--- src/rtl/acq_sequencer.sv ---
`default_nettype none
// ============================================================================
// Module      : acq_sequencer
// Description : Pulse-echo frame sequencer: pulse, receive delay, acquisition
//               trigger and line-period pacing for a programmed line count.
// Revision    : 1.0 - initial release
// ============================================================================
module acq_sequencer #(
    parameter int TIMER_W = 16,
    parameter int LINES_W = 8
) (
    input  logic               clk,
    input  logic               reset,
    input  logic               start,
    input  logic               abort,
    input  logic [TIMER_W-1:0] cfg_pulse_len,
    input  logic [TIMER_W-1:0] cfg_delay,
    input  logic [TIMER_W-1:0] cfg_period,
    input  logic [LINES_W-1:0] cfg_nlines,
    input  logic               acq_busy,
    output logic               pulse_on,
    output logic               en_acquisition,
    output logic [LINES_W-1:0] line_idx,
    output logic               busy,
    output logic               done,
    output logic               aborted,
    output logic               overrun
);

    localparam logic [TIMER_W-1:0] c_T_ONE  = {{(TIMER_W-1){1'b0}}, 1'b1};
    localparam logic [TIMER_W:0]   c_TX_ONE = {{TIMER_W{1'b0}}, 1'b1};
    localparam logic [LINES_W-1:0] c_L_ONE  = {{(LINES_W-1){1'b0}}, 1'b1};
    localparam logic [LINES_W:0]   c_LX_ONE = {{LINES_W{1'b0}}, 1'b1};

    typedef enum logic [2:0] {
        S_IDLE  = 3'd0,
        S_PULSE = 3'd1,
        S_DELAY = 3'd2,
        S_TRIG  = 3'd3,
        S_WAIT  = 3'd4,
        S_GAP   = 3'd5,
        S_DONE  = 3'd6
    } state_t;

    state_t             r_state;
    state_t             w_next;
    logic [TIMER_W-1:0] r_pulse_len;
    logic [TIMER_W-1:0] r_delay;
    logic [TIMER_W-1:0] r_period;
    logic [LINES_W-1:0] r_nlines;
    logic [TIMER_W-1:0] r_tmr;
    logic [TIMER_W-1:0] r_per;
    logic [LINES_W-1:0] r_line;
    logic               r_seen;
    logic               r_gap_first;
    logic               r_aborted;
    logic               r_overrun;
    logic               w_pulse_end;
    logic               w_delay_end;
    logic               w_period_hit;
    logic               w_last_line;

    assign w_pulse_end  = (r_tmr == (r_pulse_len - c_T_ONE));
    assign w_delay_end  = (r_tmr == (r_delay - c_T_ONE));
    // Widened compare: period 0 behaves as "already late" instead of wrapping.
    assign w_period_hit = (({1'b0, r_per} + c_TX_ONE) >= {1'b0, r_period});
    assign w_last_line  = (({1'b0, r_line} + c_LX_ONE) >= {1'b0, r_nlines});

    always_comb begin
        w_next = r_state;
        case (r_state)
            S_IDLE:  if (start) w_next = S_PULSE;
            S_PULSE: if (w_pulse_end) w_next = (r_delay == '0) ? S_TRIG : S_DELAY;
            S_DELAY: if (w_delay_end) w_next = S_TRIG;
            S_TRIG:  w_next = S_WAIT;
            S_WAIT:  if (r_seen && !acq_busy) w_next = S_GAP;
            S_GAP:   if (w_period_hit) w_next = w_last_line ? S_DONE : S_PULSE;
            S_DONE:  w_next = S_IDLE;
            default: w_next = S_IDLE;
        endcase
        if (abort && (r_state != S_IDLE)) begin
            w_next = S_IDLE;
        end
    end

    always_ff @(posedge clk) begin
        if (!reset) begin
            r_state     <= S_IDLE;
            r_pulse_len <= '0;
            r_delay     <= '0;
            r_period    <= '0;
            r_nlines    <= '0;
            r_tmr       <= '0;
            r_per       <= '0;
            r_line      <= '0;
            r_seen      <= 1'b0;
            r_gap_first <= 1'b0;
            r_aborted   <= 1'b0;
            r_overrun   <= 1'b0;
        end else begin
            r_state     <= w_next;
            r_aborted   <= abort && (r_state != S_IDLE);
            r_gap_first <= (w_next == S_GAP) && (r_state != S_GAP);

            if ((r_state == S_IDLE) && start) begin
                r_pulse_len <= (cfg_pulse_len == '0) ? c_T_ONE : cfg_pulse_len;
                r_delay     <= cfg_delay;
                r_period    <= cfg_period;
                r_nlines    <= (cfg_nlines == '0) ? c_L_ONE : cfg_nlines;
                r_line      <= '0;
                r_overrun   <= 1'b0;
            end

            // Per-state dwell counter restarts on every state change.
            if ((r_state == S_IDLE) || (w_next != r_state)) begin
                r_tmr <= '0;
            end else begin
                r_tmr <= r_tmr + c_T_ONE;
            end

            if ((w_next == S_PULSE) && (r_state != S_PULSE)) begin
                r_per <= '0;
            end else if ((r_state != S_IDLE) && (r_per != '1)) begin
                r_per <= r_per + c_T_ONE;
            end

            if (r_state == S_WAIT) begin
                if (acq_busy) r_seen <= 1'b1;
            end else begin
                r_seen <= 1'b0;
            end

            if ((r_state == S_GAP) && r_gap_first && w_period_hit) begin
                r_overrun <= 1'b1;
            end

            if ((r_state == S_GAP) && (w_next == S_PULSE)) begin
                r_line <= r_line + c_L_ONE;
            end
        end
    end

    always_comb begin
        pulse_on       = 1'b0;
        en_acquisition = 1'b0;
        busy           = 1'b0;
        done           = 1'b0;
        case (r_state)
            S_PULSE: pulse_on       = 1'b1;
            S_TRIG:  en_acquisition = 1'b1;
            S_DONE:  done           = 1'b1;
            default: ;
        endcase
        busy     = (r_state != S_IDLE);
        line_idx = r_line;
        aborted  = r_aborted;
        overrun  = r_overrun;
    end

endmodule
`default_nettype wire

--- config.mk ---
export PLATFORM = sky130hd
export DESIGN_NAME = acq_sequencer
export DESIGN_NICKNAME = d
export VERILOG_FILES = /design/src/rtl/acq_sequencer.sv
export SDC_FILE = /design/constraint.sdc
export NUM_CORES = 1
export LEC_CHECK = 0
export BUFFER_PORTS_ARGS = -buffer_cell sky130_fd_sc_hd__buf_4
export CAP_MARGIN = 5
export CORE_ASPECT_RATIO = 1.5
export CORE_MARGIN = 2
export CORE_UTILIZATION = 42
export CTS_BUF_LIST = sky130_fd_sc_hd__clkbuf_8
export DETAILED_ROUTE_END_ITERATION = 12
export HOLD_SLACK_MARGIN = 0.06
export PLACE_DENSITY = 0.58
export SLEW_MARGIN = 20
export SYNTH_ARGS = -nofsm -noshare
export SYNTH_HDL_FRONTEND = slang
export SYNTH_SLANG_ARGS = --single-unit
--- constraint.sdc ---
create_clock -name clk -period 6.9 [get_ports clk]
set_clock_uncertainty 0.1 [all_clocks]
set_input_delay 1.38 -clock clk [delete_from_list [all_inputs] [get_ports clk]]
set_output_delay 1.38 -clock clk [all_outputs]
set_load 0.05 [all_outputs]
==> flow_metrics.py <==
metrics = {
    "setup_path": {
        "cp_max_fo": 24,
        "path_cells": "nand3_1 -> or2_2 -> nor4_1 -> nand3_1 -> nor2_1 -> xor2_1 -> ha_1 -> nand3_1 -> nor3_1 -> o311ai_0 -> nand4_1 -> o32ai_1 -> a31oi_1 -> a41oi_4 -> o21ai_0",
        "crit_slowest_cell": "a41oi_4",
        "max_stage_delay_ns": 0.78,
        "endpoint_kind": "flop",
        "cp_common_cell": "nand3_1",
        "crit_arrival_ns": 4.66,
        "worstSetupPathType": "flop to flop",
        "cp-start-kind": "flop",
        "cp_data_required_time_ns": 7.03,
    },
    "floorplan": {
        "die_h_um": 153,
        "die_area_mm2": 0.0159,
        "chipWidth_um": 104,
        "start_util": 0.431,
        "coreArea_mm2": 0.0145,
        "pin_count": 75,
        "rows": 54,
    },
    "sta": {
        "worst_pin_slew_ns": 0.986,
        "rsz0062_at_grt": "no",
        "min_period_ns": 4.54,
        "max_freq_mhz": 220,
        "slew_viol_final": 0,
        "finalCritPeriodShare": 0.657,
        "setup_viol": 0,
        "slew_headroom": 0.341,
        "finalHoldViolCount": 0,
        "timing.setup.tns_ns": 0,
    },
    "power": {
        "p_leak_nw": 2.80,
        "cellPowerDensity_mw_per_mm2": 179,
        "vdd_ir_drop_max_uv": 97.8,
    },
    "layout": {
        "diodes": 0,
        "final_cell_count_no_fill": 1079,
        "seq_area_mm2": 0.00206,
        "multiInputGateArea_mm2": 0.00383,
        "drive_above_1_share": 0.137,
        "fillCellCount": 1477,
        "mostFrequentLayoutCells": "nand2_1 (165), dfxtp_1 (103), buf_4 (77)",
        "syn_to_final_growth_pct": 13.0,
        "postLayoutCoreUtil": 0.487,
        "final_nets": 969,
        "final_common_cell": "nand2_1",
    },
    "drt": {
        "ant_nets": 0,
        "wl_per_cell_um": 15.1,
        "dr.pass1.iters": 5,
        "vias": 5800,
        "avgViaCountPerCell": 5.38,
        "drc_errors": 0,
        "totalWireLength_um": 16300,
        "drt-initial-drc-count": 169,
    },
    "global_routing": {
        "antenna_found_initial": 0,
        "grt_max_degree": 59,
        "grt_overflow": 0,
        "grt_pass1_wl_um": 26800,
        "grt_pass1_vias": 5680,
        "grt_usage": 0.206,
    },
    "cts": {
        "cts_tree": "done",
        "ctsResizeCount": 0,
        "clkLatencyLatePin_ns": 0.38,
        "root_buffer": "clkbuf_8",
        "htreeDepth": 3,
        "clk_pin_slew_ns": 0.10,
        "clock_path_buffers": 2,
        "hold_buffers": 0,
        "cts_setup_buffers": 0,
        "cts_inserted_buffers": 9,
        "cts.sinks": 103,
    },
    "synth": {
        "ys_warn_count": 0,
        "async_flop_share": 0,
        "synth_cells": 835,
        "synth_fp_nets": 926,
        "synth_edf_count": 0,
        "ys_seq_area_frac": 0.330,
        "ys.flop_type": "dfxtp_1",
        "synth_area_mm2": 0.00626,
        "synth_largest_area_cell": "dfxtp_1",
        "ys_ff_latch": 103,
        "ys_types": 67,
        "synth_area_leaders": "dfxtp_1 (33%), nand2_1 (9.9%), xnor2_1 (7.0%)",
        "avgSynthCellArea_um2": 7.49,
        "synth_top_area_share": 0.330,
    },
    "run": {
        "cap_violations": 0,
    },
    "min_path": {
        "worstHoldPathType": "flop to flop",
    },
    "outcome": {
        "outcome": "complete, no violations",
    },
    "placement": {
        "post-dp-hpwl_um": 12600,
        "place_congestion": 0.871,
        "io_buffers": 74,
        "dp.cells": 1063,
    },
}
==> critical path: cells and delay by family (launching register included) <==
family | cells | cell delay [ns]
and+or+nand+nor | 8 | 1.97
AOI/OAI and AO/OA | 5 | 1.42
DFF | 1 | 0.42
adders and majority gates | 1 | 0.26
xor gates and xnor gates | 1 | 0.19
==> layer usage <==
layer | track usage | wire length, um | vias to the layer above
met1 | 0.221 | 6530 | 2756
met4 | 0.0759 | 419 | 0
met5 | 0 | 0 | -
met3 | 0.0294 | 486 | 28
met2 | 0.404 | 8880 | 98
li1 | - | - | 2918
==> sequential cells by signal (all words and copies together) (netlist names) <==
| name | flops |
|---|---|
| r_delay | 16 |
| r_per | 16 |
| r_period | 16 |
| r_pulse_len | 16 |
| r_tmr | 16 |
| line_idx | 8 |
| r_nlines | 8 |
| r_state | 3 |
| aborted | 1 |
| overrun | 1 |
| r_gap_first | 1 |
| r_seen | 1 |
==> per-stage QoR <==
step           power, mW  cell area [um^2]  hold WS [ns]  setup WS [ns]
5_1_grt             1.34              7070         0.377           1.90
2_1_floorplan      0.839              6260         0.336           3.23
6_report            1.26              7070         0.360           2.36
3_5_place_dp       0.918              6890         0.349           2.41
3_3_place_gp       0.910              6890         0.347           2.56
4_1_cts             1.27              7070         0.364           2.37
==> report_power, final <==
| part | leakage [nW] | switching (mW) | total, mW | internal (mW) |
|---|---|---|---|---|
| combinational | 1.88 | 0.153 | 0.260 | 0.108 |
| clock | 0.0785 | 0.225 | 0.359 | 0.134 |
| sequential | 0.839 | 0.0258 | 0.644 | 0.618 |
| total | 2.80 | 0.403 | 1.26 | 0.860 |
==> synthesized netlist by cell type, drive strengths merged (4+ instances only) <==
master and count:
or4 5, a21oi 73, or3 6, a41oi 4
a211oi 5, a21o 4, xor2 34, clkbuf 36
and3 9, nor4 17, nor3 13, xnor2 50
dfxtp 103, nand4 8, ha 30, nand3 38
nand2b 6, buf 9, or2 11, a31oi 9
o21ai 40, nor3b 6, nand2 165, nor2 65
inv 47
==> cells by family after synthesis <==
family	count (synthesis)	share of synthesized area
AND/OR/NAND/NOR	362	0.269
AO/OA/AOI/OAI	161	0.158
flip-flops	103	0.330
buffers and inverters	92	0.0590
XOR/XNOR	84	0.118
adder cells (fa/ha/maj)	30	0.0600
multiplexers	3	0.00680
==> path summary, 6_finish.rpt <==
| kind | startpoint | endpoint | slack, ns | cells after the start |
|---|---|---|---|---|
| hold reg to reg | r_period[8]$_SDFFE_PN0P_ | r_period[8]$_SDFFE_PN0P_ | 0.36 | 2 |
| hold / removal | r_period[8]$_SDFFE_PN0P_ | r_period[8]$_SDFFE_PN0P_ | 0.36 | 2 |
| setup / recovery | r_per[2]$_SDFFE_PP0P_ | line_idx[7]$_SDFFE_PN0P_ | 2.36 | 15 |
| setup reg to reg | r_per[2]$_SDFFE_PP0P_ | line_idx[7]$_SDFFE_PN0P_ | 2.36 | 15 |
==> final cells by class <==
| type | count | area share |
|---|---|---|
| multi-input combinational | 640 | 0.542 |
| clock buffer | 9 | 0.0175 |
| clock inverter | 7 | 0.00796 |
| inverter | 47 | 0.0249 |
| tap | 196 | 0.0347 |
| timing repair buffer | 77 | 0.0817 |
| sequential | 103 | 0.292 |
No activity file was read; power rests on OpenSTA's default activity.
